==> src/rtl/lc3b_types.sv <==
// Shared LC-3b type package.
//   LC3B_ADDR_W / LC3B_LINE_W : default byte-address and cache-line widths
//   lc3b_line                 : one cache line
//   arb_state_e               : cache_arbiter FSM states
//   lc3b_mem_op               : memory operation held for the granted request
//   b_op()                    : D-side command decode (read+write together counts as write)
package lc3b_types;

   localparam int LC3B_ADDR_W = 16;
   localparam int LC3B_LINE_W = 128;

   typedef logic [LC3B_LINE_W-1:0] lc3b_line;

   typedef enum logic [1:0] {
      IDLE    = 2'd0,
      SERVE_A = 2'd1,
      SERVE_B = 2'd2
   } arb_state_e;

   typedef enum logic [1:0] {
      NONE  = 2'd0,
      READ  = 2'd1,
      WRITE = 2'd2
   } lc3b_mem_op;

   // An illegal read+write from the D-side resolves to a write so a dirty
   // line is never silently dropped.
   function automatic lc3b_mem_op b_op(input logic rd, input logic wr);
      if (wr)
         return WRITE;
      else if (rd)
         return READ;
      return NONE;
   endfunction

endpackage

==> src/rtl/arbiter_hold_reg.sv <==
// Holding register for the granted memory request.
//   clk, rst_n : clock, async active-low clear (clears op/addr/wdata to 0)
//   load       : capture op_d/addr_d/wdata_d this edge
//   op_q/addr_q/wdata_q : held request, drives the physical memory port
module arbiter_hold_reg
   import lc3b_types::*;
#(
   parameter int ADDR_W = LC3B_ADDR_W,
   parameter int LINE_W = LC3B_LINE_W
) (
   input  logic              clk,
   input  logic              rst_n,
   input  logic              load,
   input  logic [1:0]        op_d,
   input  logic [ADDR_W-1:0] addr_d,
   input  logic [LINE_W-1:0] wdata_d,
   output logic [1:0]        op_q,
   output logic [ADDR_W-1:0] addr_q,
   output logic [LINE_W-1:0] wdata_q
);

   always_ff @(posedge clk or negedge rst_n) begin
      if (!rst_n) begin
         op_q    <= NONE;
         addr_q  <= '0;
         wdata_q <= '0;
      end else if (load) begin
         op_q    <= op_d;
         addr_q  <= addr_d;
         wdata_q <= wdata_d;
      end
   end

endmodule

==> src/rtl/cache_arbiter.sv <==
// Shares one physical-memory port between the I-cache (port A, read only)
// and the D-cache (port B, read/write). One line transaction at a time; the
// winner is captured into hold registers so the requester may change or drop
// its inputs mid-service. Ties alternate, starting with B after reset.
//   a_read/a_addr            : I-side request, a_resp/a_rdata completion
//   b_read/b_write/b_addr/b_wdata : D-side request, b_resp/b_rdata completion
//   pmem_read/pmem_write/pmem_addr/pmem_wdata : memory command (from hold regs)
//   pmem_resp/pmem_rdata     : memory completion, routed to the granted side
module cache_arbiter
   import lc3b_types::*;
#(
   parameter int ADDR_W = LC3B_ADDR_W,
   parameter int LINE_W = LC3B_LINE_W
) (
   input  logic              clk,
   input  logic              rst_n,
   input  logic              a_read,
   input  logic [ADDR_W-1:0] a_addr,
   output logic              a_resp,
   output logic [LINE_W-1:0] a_rdata,
   input  logic              b_read,
   input  logic              b_write,
   input  logic [ADDR_W-1:0] b_addr,
   input  logic [LINE_W-1:0] b_wdata,
   output logic              b_resp,
   output logic [LINE_W-1:0] b_rdata,
   output logic              pmem_read,
   output logic              pmem_write,
   output logic [ADDR_W-1:0] pmem_addr,
   output logic [LINE_W-1:0] pmem_wdata,
   input  logic              pmem_resp,
   input  logic [LINE_W-1:0] pmem_rdata
);

   arb_state_e        state, state_nx;
   logic              last_b;       // 1: most recent grant went to B
   logic              a_req, b_req;
   logic              grant_a, grant_b, load;
   logic              busy;
   logic [1:0]        ld_op, hold_op;
   logic [ADDR_W-1:0] ld_addr, hold_addr;
   logic [LINE_W-1:0] ld_wdata, hold_wdata;

   assign a_req = a_read;
   assign b_req = b_read | b_write;

   always_ff @(posedge clk or negedge rst_n) begin
      if (!rst_n) begin
         state  <= IDLE;
         last_b <= 1'b0;
      end else begin
         state <= state_nx;
         if (load)
            last_b <= grant_b;
      end
   end

   // Grants only happen from IDLE, which also guarantees the one idle cycle
   // between transactions: a requester dropping after its resp is never
   // re-sampled while still high.
   always_comb begin
      state_nx = state;
      grant_a  = 1'b0;
      grant_b  = 1'b0;
      case (state)
         IDLE: begin
            if (a_req && b_req) begin
               grant_a = last_b;
               grant_b = !last_b;
            end else begin
               grant_a = a_req;
               grant_b = b_req;
            end
            if (grant_a)
               state_nx = SERVE_A;
            else if (grant_b)
               state_nx = SERVE_B;
         end
         SERVE_A, SERVE_B: begin
            if (pmem_resp)
               state_nx = IDLE;
         end
         default: state_nx = IDLE;
      endcase
   end

   assign load     = grant_a | grant_b;
   assign ld_op    = grant_b ? b_op(b_read, b_write) : READ;
   assign ld_addr  = grant_b ? b_addr : a_addr;
   // Only a write carries data; reads hold zero so pmem_wdata stays quiet.
   assign ld_wdata = (grant_b && b_write) ? b_wdata : '0;

   arbiter_hold_reg #(
      .ADDR_W (ADDR_W),
      .LINE_W (LINE_W)
   ) u_hold (
      .clk     (clk),
      .rst_n   (rst_n),
      .load    (load),
      .op_d    (ld_op),
      .addr_d  (ld_addr),
      .wdata_d (ld_wdata),
      .op_q    (hold_op),
      .addr_q  (hold_addr),
      .wdata_q (hold_wdata)
   );

   // Command comes only from registers, so it is glitch-free and stable
   // from the grant edge until the edge after pmem_resp.
   assign busy       = (state != IDLE);
   assign pmem_read  = busy && (hold_op == READ);
   assign pmem_write = busy && (hold_op == WRITE);
   assign pmem_addr  = busy ? hold_addr : '0;
   assign pmem_wdata = busy ? hold_wdata : '0;

   // Zero-latency return path; pmem_resp outside a SERVE state is dropped.
   assign a_resp  = (state == SERVE_A) && pmem_resp;
   assign b_resp  = (state == SERVE_B) && pmem_resp;
   assign a_rdata = pmem_rdata;
   assign b_rdata = pmem_rdata;

endmodule

==> config.mk <==
export PLATFORM = sky130hd
export DESIGN_NAME = cache_arbiter
export DESIGN_NICKNAME = d
export VERILOG_FILES = /design/src/rtl/lc3b_types.sv /design/src/rtl/arbiter_hold_reg.sv /design/src/rtl/cache_arbiter.sv
export SDC_FILE = /design/constraint.sdc
export NUM_CORES = 1
export LEC_CHECK = 0
export CORE_AREA = 2 2 270 272
export DETAILED_ROUTE_END_ITERATION = 6
export DIE_AREA = 0 0 272 274
export PLACE_DENSITY_LB_ADDON = 0.2
export SLEW_MARGIN = 25
export SYNTH_ARGS = -nofsm -noshare
export SYNTH_HDL_FRONTEND = slang
export SYNTH_SLANG_ARGS = --single-unit
==> constraint.sdc <==
create_clock -name clk -period 2.4 [get_ports clk]
set_clock_uncertainty 0.2 [all_clocks]
set_input_delay 0.36 -clock clk [delete_from_list [all_inputs] [get_ports clk]]
set_output_delay 0.36 -clock clk [all_outputs]
set_load 0.01 [all_outputs]
Yosys cells after proc, flatten, opt, wreduce, memory -nomap -nowiden
Cells that the tools add are included.
Widths: inputs -> output; s select.
{ "totals": {"ramBits": 0, "memories": 0, "latch_bits": 0, "rom_bits": 0, "inputBits": 294, "reg_bits": 149, "wordCells": 44} }
{ "op_classes": {"mux": 20, "shifts": 0, "eq_ne": 6, "multipliers": 0, "n_reduce_logical": 11, "n_lt_le_gt_ge": 0, "div_mod_pow": 0, "bitwise_logic": 2, "add_sub_neg": 0} }
{ "op_table": {"columns": ["cell", "n"], "rows": [
  ["$mux 128", 2],
  ["$mux 16", 2],
  ["$mux 2", 7],
  ["$mux 1", 8],
  ["$logic_and 1x1->1", 6],
  ["$eq 2x1->1 const B", 2],
  ["$eq 2x2->1 const B", 2],
  ["$pmux 2 s2", 1],
  ["$ne 3x3->1 const B", 1],
  ["$logic_not 2->1", 1],
  ["$ne 2x2->1 const B", 1],
  ["$or 1x1->1", 2],
  ["$reduce_and 2->1", 1],
  ["$reduce_bool 2->1", 1],
  ["$reduce_or 2->1", 1],
  ["$logic_not 1->1", 1]
]} }

Longest topological paths before layout
Gate-level depths: netlist of the first run.
{ "depth": {"word_depth": 7, "mapped_depth": 8, "mapped_depth_nobuf": 5} }

Cells and area by module
A second synthesis of the first run with hierarchy kept.
{ "unflattened": {"cells_unflattened": 914, "hier_area_um2": 9826.9} }
{ "by_module_without_submodules": {"columns": ["module", "instances", "cells_per_inst", "area_each_um2"], "rows": [
  ["arbiter_hold_reg", 1, 308, 5502.8],
  ["cache_arbiter", 1, 606, 4324.1]
]} }

Worst setup path before layout of the first run
OpenSTA, ideal clock, no wires.
{ "synth_timing": {"kind": "register to output", "start": "reg state[0]", "end": "out pmem_read", "setup_slack_ns": 0.348, "required_time_ns": 1.840, "stages_incl_launch_ff": 7, "t_arrival_ns": 1.492, "path_cell_list": "dfrtp_1 -> inv_1 -> ha_1 -> buf_2 -> buf_2 -> buf_2 -> nor3b_1"} }
{ "synth_via": {"elab_chain_len": 2} }
{ "synth_lines": {"columns": ["element", "line", "source"], "rows": [
  ["from (decl)", "cache_arbiter.sv:35", "arb_state_e state, state_nx;"],
  ["from (signal assigned)", "cache_arbiter.sv:52", "state <= state_nx;"],
  ["$reduce_bool 2->1", "cache_arbiter.sv:110", "assign busy = (state != IDLE);"],
  ["$logic_and 1x1->1", "cache_arbiter.sv:111", "assign pmem_read = busy && (hold_op == READ);"],
  ["to (decl)", "cache_arbiter.sv:27", "output logic pmem_read,"]
]} }
No other way between the ends.

Worst setup path after layout of the first run
{ "layout_timing": {"start": "reg state[0]", "end": "out pmem_wdata[50]"} }
{ "layout_via": {"elab_chain_len": 2} }
{ "layout_lines": {"columns": ["element", "line", "source"], "rows": [
  ["$reduce_bool 2->1", "cache_arbiter.sv:110", null],
  ["$mux 128", "cache_arbiter.sv:114", "assign pmem_wdata = busy ? hold_wdata : '0;"],
  ["to (decl)", "cache_arbiter.sv:30", "output logic [LINE_W-1:0] pmem_wdata,"]
]} }
No other way between the ends.

==> results of run 1 <==
sequential cells by signal, indices dropped and copies added (netlist names):
name and count:
u_hold.op_q 2, u_hold.addr_q 16, state 2, last_b 1, u_hold.wdata_q 128
worst max-delay path, delay by kind of cell, from the launching register on:
family | cells | cell delay (ns)
buffers and inverters | 4 | 0.62
flip-flops | 1 | 0.36
adder cells (fa/ha/maj) | 1 | 0.18
AND/OR/NAND/NOR | 1 | 0.14
repair_timing:
item / 4_1_cts / 5_1_grt
hold buffers: 1 / 0
buffers inserted: 6 / 5
endpoints found under the setup margin: 148 / 198
cloned: 5 / 8
endpoints found under the hold margin: 36 / 0
resized for setup: 474 / 125
pin swaps: 1 / 1
metal layers:
metal  part of all wire  track usage
met1               0.44        0.109
met2               0.43        0.124
met3              0.090       0.0426
met4              0.035       0.0484
met5            0.00061            0
power groups by stage:
stage	combinational (mW)	clock [mW]	sequential (mW)
final	7.59	2.87	4.40
after global routing	8.27	3.16	4.57
after CTS	7.17	3.07	4.40
after detailed placement	7.08	0	4.41
after global placement	7.07	0	4.43
after floorplan	4.05	0	4.16
final cells by class:
class	instances	area share
Clock buffer	21	0.0386
Tap cell	959	0.103
Inverter	3	0.000965
Antenna cell	3	0.000643
Timing Repair Buffer	368	0.290
Clock inverter	10	0.0113
Sequential cell	149	0.320
Multi-Input combinational cell	362	0.236
metrics by stage:
stage | util | setup slack [ns] | cells | TNS, ns | instance area (um^2)
after detailed placement | 0.154 | 0.0643 | 1817 | 0 | 11100
after floorplan | - | 0.348 | 825 | 0 | 8570
after CTS | 0.160 | -0.0970 | 1860 | -3.17 | 11500
after global placement | 0.154 | 0.0474 | 1817 | 0 | 11100
after global routing | 0.162 | -0.0646 | 1872 | -1.23 | 11700
final | 0.162 | 0.0460 | 1875 | 0 | 11700
cells in the mapped netlist, types with 6 or more instances:
cell type	count
a22o_1	129
a31oi_1	15
buf_2	19
buf_4	257
buf_6	11
clkbuf_1	24
dfrtp_1	149
nand4_1	13
nor2_1	6
nor2b_1	145
nor3_1	13
o21ai_0	15
how the worst max path moves through the flow:
stage          startpoint        endpoint  slack [ns]
4_1_cts          state[1]    pmem_addr[3]        -0.1
5_1_grt          state[0]  pmem_wdata[50]       -0.06
6_report         state[0]  pmem_wdata[50]        0.05
3_3_place_gp     state[0]    pmem_addr[4]        0.05
2_1_floorplan    state[0]       pmem_read        0.35
3_5_place_dp     state[0]    pmem_addr[4]        0.06
kinds of logic (layout without fill, tap and decap cells):
kind of cell               Yosys count  in the layout
buffers and inverters              314            402
and+or+nand+nor                    186            186
AOI/OAI and AO/OA                  173            173
DFF                                149            149
adders and majority gates            3              3
other                                0              3
==> results.py, run 1 <==
metrics = {
    "timing": {
        "worstMarginPinSlew_ns": 0.496,
        "rsz0062_at_grt": "yes",
        "final_hold_viol_count": 0,
        "hold_ws_ns": 0.184,
        "relSlewSlack": 0.668,
        "min_period_ns": 2.35,
        "finalSetupViolCount": 0,
        "max_freq_mhz": 425,
        "final_max_slew_viol_count": 0,
        "min_period_over_period": 0.981,
    },
    "worst_setup_path": {
        "r2r-start": "state[0]",
        "max_stage_delay_ns": 0.36,
        "path_class": "reg -> out",
        "reg2regPathDepth": 11,
        "crit_path_start_kind": "flip-flop",
        "r2r_slack_ns": 0.13,
        "cp-end-kind": "output pin",
        "critPathSlowestCell": "dfrtp_1",
        "rr_endpoint": "u_hold.addr_q[15]",
        "cp_max_fo": 11,
        "cp.required_ns": 1.84,
        "path_cells": "inv_2 > ha_4 > buf_6 > buf_16 > nor2b_1 > clkdlybuf4s15_2",
        "cp.arrival_ns": 1.79,
    },
    "final_layout": {
        "fillers": 8033,
        "post_route_cells_drive_above_1_share": 0.290,
        "area_growth_pct": 36.2,
        "fin_nets": 1198,
        "multi_input_area_um2": 2760,
        "mostFrequentLayoutCells": "clkdlybuf4s50_1 (164), dfrtp_1 (149), a22o_1 (129)",
        "mostFrequentLayoutCell": "clkdlybuf4s50_1",
        "ff_latch_area_um2": 3730,
    },
    "power_and_ir_drop": {
        "power_frac_comb": 0.511,
        "netSwitchingFraction": 0.380,
        "power.density_nw_per_um2": 1270,
        "switching_power_mw": 5.64,
        "p_int_mw": 9.22,
        "seq_power_share": 0.296,
        "p_leak_nw": 5.07,
        "vdd_drop_max_mv": 0.564,
        "clkPwrFrac": 0.193,
        "totalPowerFinal_mw": 14.9,
    },
    "synth": {
        "synth.avg_cell_area_um2": 10.4,
        "synth_warnings": 0,
        "syn_area_um2": 8570,
        "synthDistinctLibCells": 29,
        "synth_compound_gate_area_share": 0.166,
        "ys_seq_area_frac": 0.435,
        "yosys.area_share.simple": 0.132,
        "yosys.area_share.xor_xnor": 0,
        "synth_edf_count": 0,
        "syn_nets": 1122,
        "synth_top_area_cell": "dfrtp_1",
        "synthMuxAreaShare": 0,
        "synth_fa_ha_area_frac": 0.00438,
        "synth_top_family_by_area": "buffers and inverters",
        "synth_top_area_frac": 0.435,
        "async_flop_share": 1.00,
        "ys_seq_elements": 149,
        "synthCells": 825,
        "synth.area.top_cells": "dfrtp_1 (44%), buf_4 (23%), a22o_1 (13%)",
        "ys.flop_type": "dfrtp_1",
    },
    "global_routing": {
        "grt_overflow": 0,
        "grt_max_degree": 67,
        "grt_pass1_wl_um": 46700,
        "grt_pass1_vias": 6382,
        "track_usage": 0.0880,
        "antenna_found_initial": 5,
    },
    "floorplanning": {
        "ios": 698,
        "dieArea_um2": 74500,
        "start_util": 0.119,
        "die_h_um": 274,
        "rows": 99,
        "core_region_area_um2": 72000,
        "die_width_um": 272,
    },
    "cts": {
        "worst_skew_pair.late_latency_ns": 0.48,
        "clk_pin_slew_ns": 0.07,
        "cts_buffers": 17,
        "cts_tree": "built",
        "cts_buffer_depth": 2,
        "cts.sinks": 149,
        "root_buffer": "clkbuf_16",
        "cts_htree_levels": 4,
    },
    "drt": {
        "dr.first_iter.drc_count": 231,
        "drt_wl_total_um": 34600,
        "vias_per_cell": 3.31,
        "wl_per_cell_um": 18.4,
        "drc_errors": 0,
        "ant_nets": 0,
        "drtPass1Iterations": 4,
        "via_count": 6200,
    },
    "placed_design": {
        "place.gp.congestion": 0.693,
        "dp_hpwl_um": 23100,
        "numPortBuffers": 313,
    },
    "run_status": {
        "outcome": "finished, final reports clean",
    },
    "job": {
        "cap_violations": 0,
    },
    "min_path": {
        "hold_class": "in -> async",
    },
}
No activity file was read; power rests on OpenSTA's default activity.
==> run 2, diff against run 1 <==
- SLEW_MARGIN: 25 -> 20
- TNS_END_PERCENT: default -> 20
==> run 2 against run 1 <==
Effect of this change: clock power barely moved; first-iteration DRC count fell by 6.9%; design area fell by 2.1%; combinational power fell by 6.9%; worst hold slack improved by 0.0026 ns; highest routed layer unchanged.
==> results.py, run 2 (synthesis gave the netlist of run 1 again) <==
metrics = {
    "power_and_ir_drop": {
        "vdd_drop_max_mv": 0.574,
        "power.density_nw_per_um2": 1250,
        "totalPowerFinal_mw": 14.3,
        "p_leak_nw": 4.95,
    },
    "worst_setup_path": {
        "path_class": "reg -> out",
        "crit_family": "buffers and inverters",
        "path_buf_inv": 5,
        "cp.required_ns": 1.84,
        "reg2regPathDepth": 8,
        "path_cells": "inv_2 > ha_4 > buf_12 > buf_6 > buf_16 > nor2b_1 > buf_2",
        "crit_path_start_kind": "flip-flop",
        "r2r-start": "state[0]",
        "critPathSlowestCell": "dfrtp_1",
        "max_stage_delay_ns": 0.36,
        "cp-end-kind": "output pin",
        "cp.arrival_ns": 1.78,
        "cp_max_fo": 20,
        "rr_endpoint": "u_hold.wdata_q[46]",
        "r2r_slack_ns": 0.13,
    },
    "drt": {
        "via_count": 6167,
        "drc_errors": 0,
        "vias_per_cell": 3.31,
        "ant_nets": 0,
        "dr.first_iter.drc_count": 215,
        "drt_wl_total_um": 33700,
        "wl_per_cell_um": 18.1,
        "drtPass1Iterations": 4,
    },
    "floorplanning": {
        "die_width_um": 272,
        "start_util": 0.119,
        "rows": 99,
        "core_region_area_um2": 72000,
        "dieArea_um2": 74500,
        "ios": 698,
        "die_h_um": 274,
    },
    "timing": {
        "finalSetupViolCount": 0,
        "min_period_ns": 2.34,
        "max_freq_mhz": 427,
        "min_period_over_period": 0.976,
        "final_max_slew_viol_count": 0,
        "rsz0062_at_grt": "yes",
        "relSlewSlack": 0.649,
        "worstMarginPinSlew_ns": 0.525,
        "final.setup.worst_slack_ns": 0.0577,
        "final_hold_viol_count": 0,
    },
    "final_layout": {
        "utilization": 0.159,
        "fin_nets": 1188,
        "largest_register_ffs": 128,
        "finalNonFillerCells": 1864,
        "mostFrequentLayoutCell": "clkdlybuf4s50_1",
        "multi_input_area_um2": 2710,
        "area_growth_pct": 33.4,
        "top_register": "u_hold.wdata_q",
        "fillers": 8053,
        "reg_top3": "u_hold.wdata_q x128, u_hold.addr_q x16",
        "ff_latch_area_um2": 3730,
        "post_route_cells_drive_above_1_share": 0.280,
        "mostFrequentLayoutCells": "clkdlybuf4s50_1 (164), dfrtp_1 (149), a22o_1 (129)",
    },
    "cts": {
        "cts.sinks": 149,
        "cts_buffers": 17,
        "cts_htree_levels": 4,
        "clk_pin_slew_ns": 0.07,
        "root_buffer": "clkbuf_16",
        "cts_tree": "built",
        "worst_skew_pair.late_latency_ns": 0.47,
        "cts_buffer_depth": 2,
    },
    "placed_design": {
        "dp_slack_ns": 0.0643,
        "dp.cells": 1817,
        "place.gp.congestion": 0.693,
        "dp_hpwl_um": 23100,
        "numPortBuffers": 313,
    },
    "job": {
        "cap_violations": 0,
    },
    "global_routing": {
        "grt_overflow": 0,
        "grt_max_degree": 67,
        "grt_pass1_wl_um": 46600,
        "track_usage": 0.0879,
        "grt_pass1_vias": 6382,
        "antenna_found_initial": 5,
    },
    "run_status": {
        "outcome": "finished, final reports clean",
    },
    "min_path": {
        "hold_class": "in -> async",
    },
}
run 2: cell count changes in the layout (fill, tap and decap cells not counted), sizes merged:
cell / before / now
clkdlybuf4s15: 11 / 13
buf: 141 / 130
diode: 3 / 2
bufbuf: 0 / 1
clkbuf: 70 / 68
run 2: stage by stage:
step	hold slack (ns)	setup TNS [ns]	area (um^2)
floorplan	-0.136	0	8570
global route	0.184	-2.05	11400
global placement	0.135	0	11100
detailed placement	0.135	0	11100
CTS	0.154	-5.24	11500
finish	0.187	0	11400
run 2: worst max-delay path by stage:
stage	from	end	cells after the start
global placement	state[0]	pmem_addr[4]	5
global route	state[1]	pmem_wdata[19]	7
detailed placement	state[0]	pmem_addr[4]	5
CTS	state[1]	pmem_addr[10]	6
finish	state[0]	pmem_wdata[34]	7
floorplan	state[0]	pmem_read	6
run 2: layout make-up:
class | count | area share
tap | 959 | 0.105
multi-input combinational | 362 | 0.237
sequential | 149 | 0.326
antenna | 2 | 0.000438
inverter | 3 | 0.000985
timing repair buffer | 358 | 0.279
clock buffer | 21 | 0.0394
clock inverter | 10 | 0.0115
run 2: where the power goes:
group	internal, mW	switching (mW)	total (mW)
Clock	1.65	1.22	2.86
Combinational	3.50	3.58	7.07
Sequential	3.73	0.652	4.39
Total	8.88	5.45	14.3
run 2: layer usage:
metal  GRT usage  wire (um)  vias up
met1       0.109      15000     3005
met5           0         21        -
met3      0.0429       3140       89
li1            -          -     2704
met2       0.124      14400      365
met4      0.0484       1140        4
run 2: timing repair:
| action | in CTS | in global routing |
|---|---|---|
| pin swaps | 1 | 1 |
| hold buffers | 1 | 0 |
| buffers inserted | 6 | 1 |
| resized for setup | 465 | 117 |
| setup endpoints to repair | 148 | 177 |
| gates cloned | 4 | 3 |
| hold endpoints to repair | 36 | 0 |
==> run 3, diff against run 2 <==
- CAP_MARGIN: default -> 20
- CORE_AREA: 2 2 270 272 -> 2 2 268 270
- DIE_AREA: 0 0 272 274 -> 0 0 270 272
- DONT_BUFFER_PORTS: default -> 1
==> run 3 against run 2 <==
Effect of this change: the flow now finishes with violations (negative hold slack); non-clock buffer count shrank 163; power shrank 11%; first-iteration DRC count grew 3.3%; critical path depth shrank 2; via count shrank 9.5%; sequential cell count is the same; sequential power is essentially flat; maximum frequency grew 0.48%; global-route usage shrank 0.76 points; setup slack gained 0.011 ns; critical path type unchanged; largest cell class unchanged; highest routed layer is now met4.
==> results.py, run 3 (synthesis gave the netlist of run 1 again) <==
metrics = {
    "final_layout": {
        "fin_nets": 1025,
        "mostFrequentLayoutCell": "dlygate4sd3_1",
        "fin_area_um2": 10300,
        "area_growth_pct": 19.9,
        "mostFrequentLayoutCells": "dlygate4sd3_1 (173), dfrtp_1 (149), a22o_1 (129)",
        "multi_input_area_um2": 2710,
        "reg_top3": "u_hold.wdata_q x128, u_hold.addr_q x16",
        "finalNonFillerCells": 1690,
        "largest_register_ffs": 128,
        "post_route_cells_drive_above_1_share": 0.121,
        "ff_latch_area_um2": 3730,
        "fillers": 7950,
        "top_register": "u_hold.wdata_q",
    },
    "timing": {
        "worstMarginPinSlew_ns": 0.847,
        "min_period_ns": 2.33,
        "final_hold_viol_count": 149,
        "final_max_slew_viol_count": 0,
        "finalSetupViolCount": 0,
        "relSlewSlack": 0.435,
        "rsz0062_at_grt": "yes",
        "min_period_over_period": 0.971,
        "max_freq_mhz": 429,
        "tns_ns": 0,
        "final.setup.worst_slack_ns": 0.0690,
        "hold_ws_ns": -0.618,
    },
    "placed_design": {
        "dp_hpwl_um": 18700,
        "numPortBuffers": 0,
        "placed_area_um2": 7660,
        "dp.cells": 1473,
        "place.gp.congestion": 0.672,
        "dp_slack_ns": 0.310,
    },
    "worst_setup_path": {
        "cp.arrival_ns": 1.77,
        "max_stage_delay_ns": 0.39,
        "cp.required_ns": 1.84,
        "critPathSlowestCell": "dfrtp_1",
        "crit_path_start_kind": "flip-flop",
        "path_buf_inv": 3,
        "path_cells": "inv_2 > ha_4 > buf_12 > buf_16 > nor2b_1",
        "crit_family": "buffers and inverters",
        "cp-end-kind": "output pin",
        "path_class": "reg -> out",
        "cp_max_fo": 18,
    },
    "power_and_ir_drop": {
        "vdd_drop_max_mv": 0.602,
        "power.density_nw_per_um2": 1230,
        "p_leak_nw": 4.05,
    },
    "floorplanning": {
        "ios": 698,
        "dieArea_um2": 73400,
        "die_width_um": 270,
        "rows": 98,
        "start_util": 0.121,
        "core_region_area_um2": 70800,
        "die_h_um": 272,
    },
    "cts": {
        "cts.sinks": 149,
        "cts_buffer_depth": 2,
        "clk_pin_slew_ns": 0.07,
        "cts_tree": "built",
        "cts_htree_levels": 4,
        "ctsHoldBuffers": 175,
        "cts_buffers": 17,
        "root_buffer": "clkbuf_16",
        "worst_skew_pair.late_latency_ns": 0.48,
    },
    "job": {
        "cap_violations": 0,
    },
    "drt": {
        "drt_wl_total_um": 29800,
        "dr.first_iter.drc_count": 222,
        "via_count": 5584,
        "vias_per_cell": 3.30,
        "ant_nets": 0,
        "wl_per_cell_um": 17.7,
        "met1_length_um": 12300,
        "met2_length_um": 13600,
        "highest_layer": "met4",
        "drtPass1Iterations": 4,
        "wl_met3_um": 2900,
        "drc_errors": 0,
    },
    "global_routing": {
        "grt_pass1_wl_um": 42300,
        "track_usage": 0.0803,
        "grt_pass1_vias": 5889,
        "grt_max_degree": 150,
        "antenna_found_initial": 3,
        "grt_overflow": 0,
    },
    "run_status": {
        "violations": "negative hold slack",
        "outcome": "finished, violations left",
    },
    "min_path": {
        "hold_class": "in -> async",
    },
}
==> run 3: what timing repair did <==
action | CTS | global route
gates cloned | 3 | 3
gates resized for setup | 21 | 23
pin swaps | 1 | 4
hold endpoints to repair | 297 | 149
setup buffers | 2 | 3
endpoints found under the setup margin | 115 | 76
==> run 3: worst reg2reg max path, stage by stage, from the launching register on <==
cell and delay, ns:
dfrtp_1 0.41, inv_2 0.10, ha_4 0.33, buf_12 0.18, buf_16 0.17, o31a_1 0.17
dlygate4sd3_1 0.56, nor2_1 0.04, nor2_1 0.09
==> run 3: layout make-up <==
| type | instances | area share |
|---|---|---|
| Multi-Input combinational cell | 362 | 0.264 |
| Sequential cell | 149 | 0.363 |
| Tap cell | 950 | 0.116 |
| Timing Repair Buffer | 195 | 0.202 |
| Antenna cell | 2 | 0.000487 |
| Clock buffer | 19 | 0.0431 |
| Clock inverter | 10 | 0.0107 |
| Inverter | 3 | 0.00110 |
==> run 3: where the power goes <==
part | internal (mW) | switching (mW)
sequential | 3.73 | 0.667
combinational | 2.34 | 3.20
clock | 1.53 | 1.21
==> run 3: worst paths after layout <==
kind / start / end / slack, ns / cells past startpoint
max in group asynchronous: rst_n / u_hold.wdata_q[64] / 2.36 / 0
hold / removal: rst_n / u_hold.wdata_q[26] / -0.62 / 0
setup reg to reg: state[0] / u_hold.op_q[0] / 0.08 / 8
hold reg to reg: u_hold.wdata_q[25] / u_hold.wdata_q[25] / 0.30 / 1
setup / recovery: state[0] / pmem_wdata[78] / 0.07 / 5
min in group clk: a_read / u_hold.addr_q[8] / 0.08 / 3
==> run 3: layer usage <==
metal | vias to the layer above | global-route usage
li1 | 2373 | -
met1 | 2776 | 0.0946
met2 | 341 | 0.118
met3 | 94 | 0.0417
met4 | 0 | 0.0418
met5 | - | 0
==> run 3: per-stage QoR <==
| stage | util | hold WS (ns) | power (mW) |
|---|---|---|---|
| 2_1_floorplan | - | -0.136 | 8.21 |
| 3_3_place_gp | 0.108 | -0.131 | 9.01 |
| 6_report | 0.145 | -0.618 | 12.7 |
| 4_1_cts | 0.143 | -0.701 | 12.8 |
| 5_1_grt | 0.145 | -0.679 | 13.6 |
| 3_5_place_dp | 0.108 | -0.131 | 9.00 |
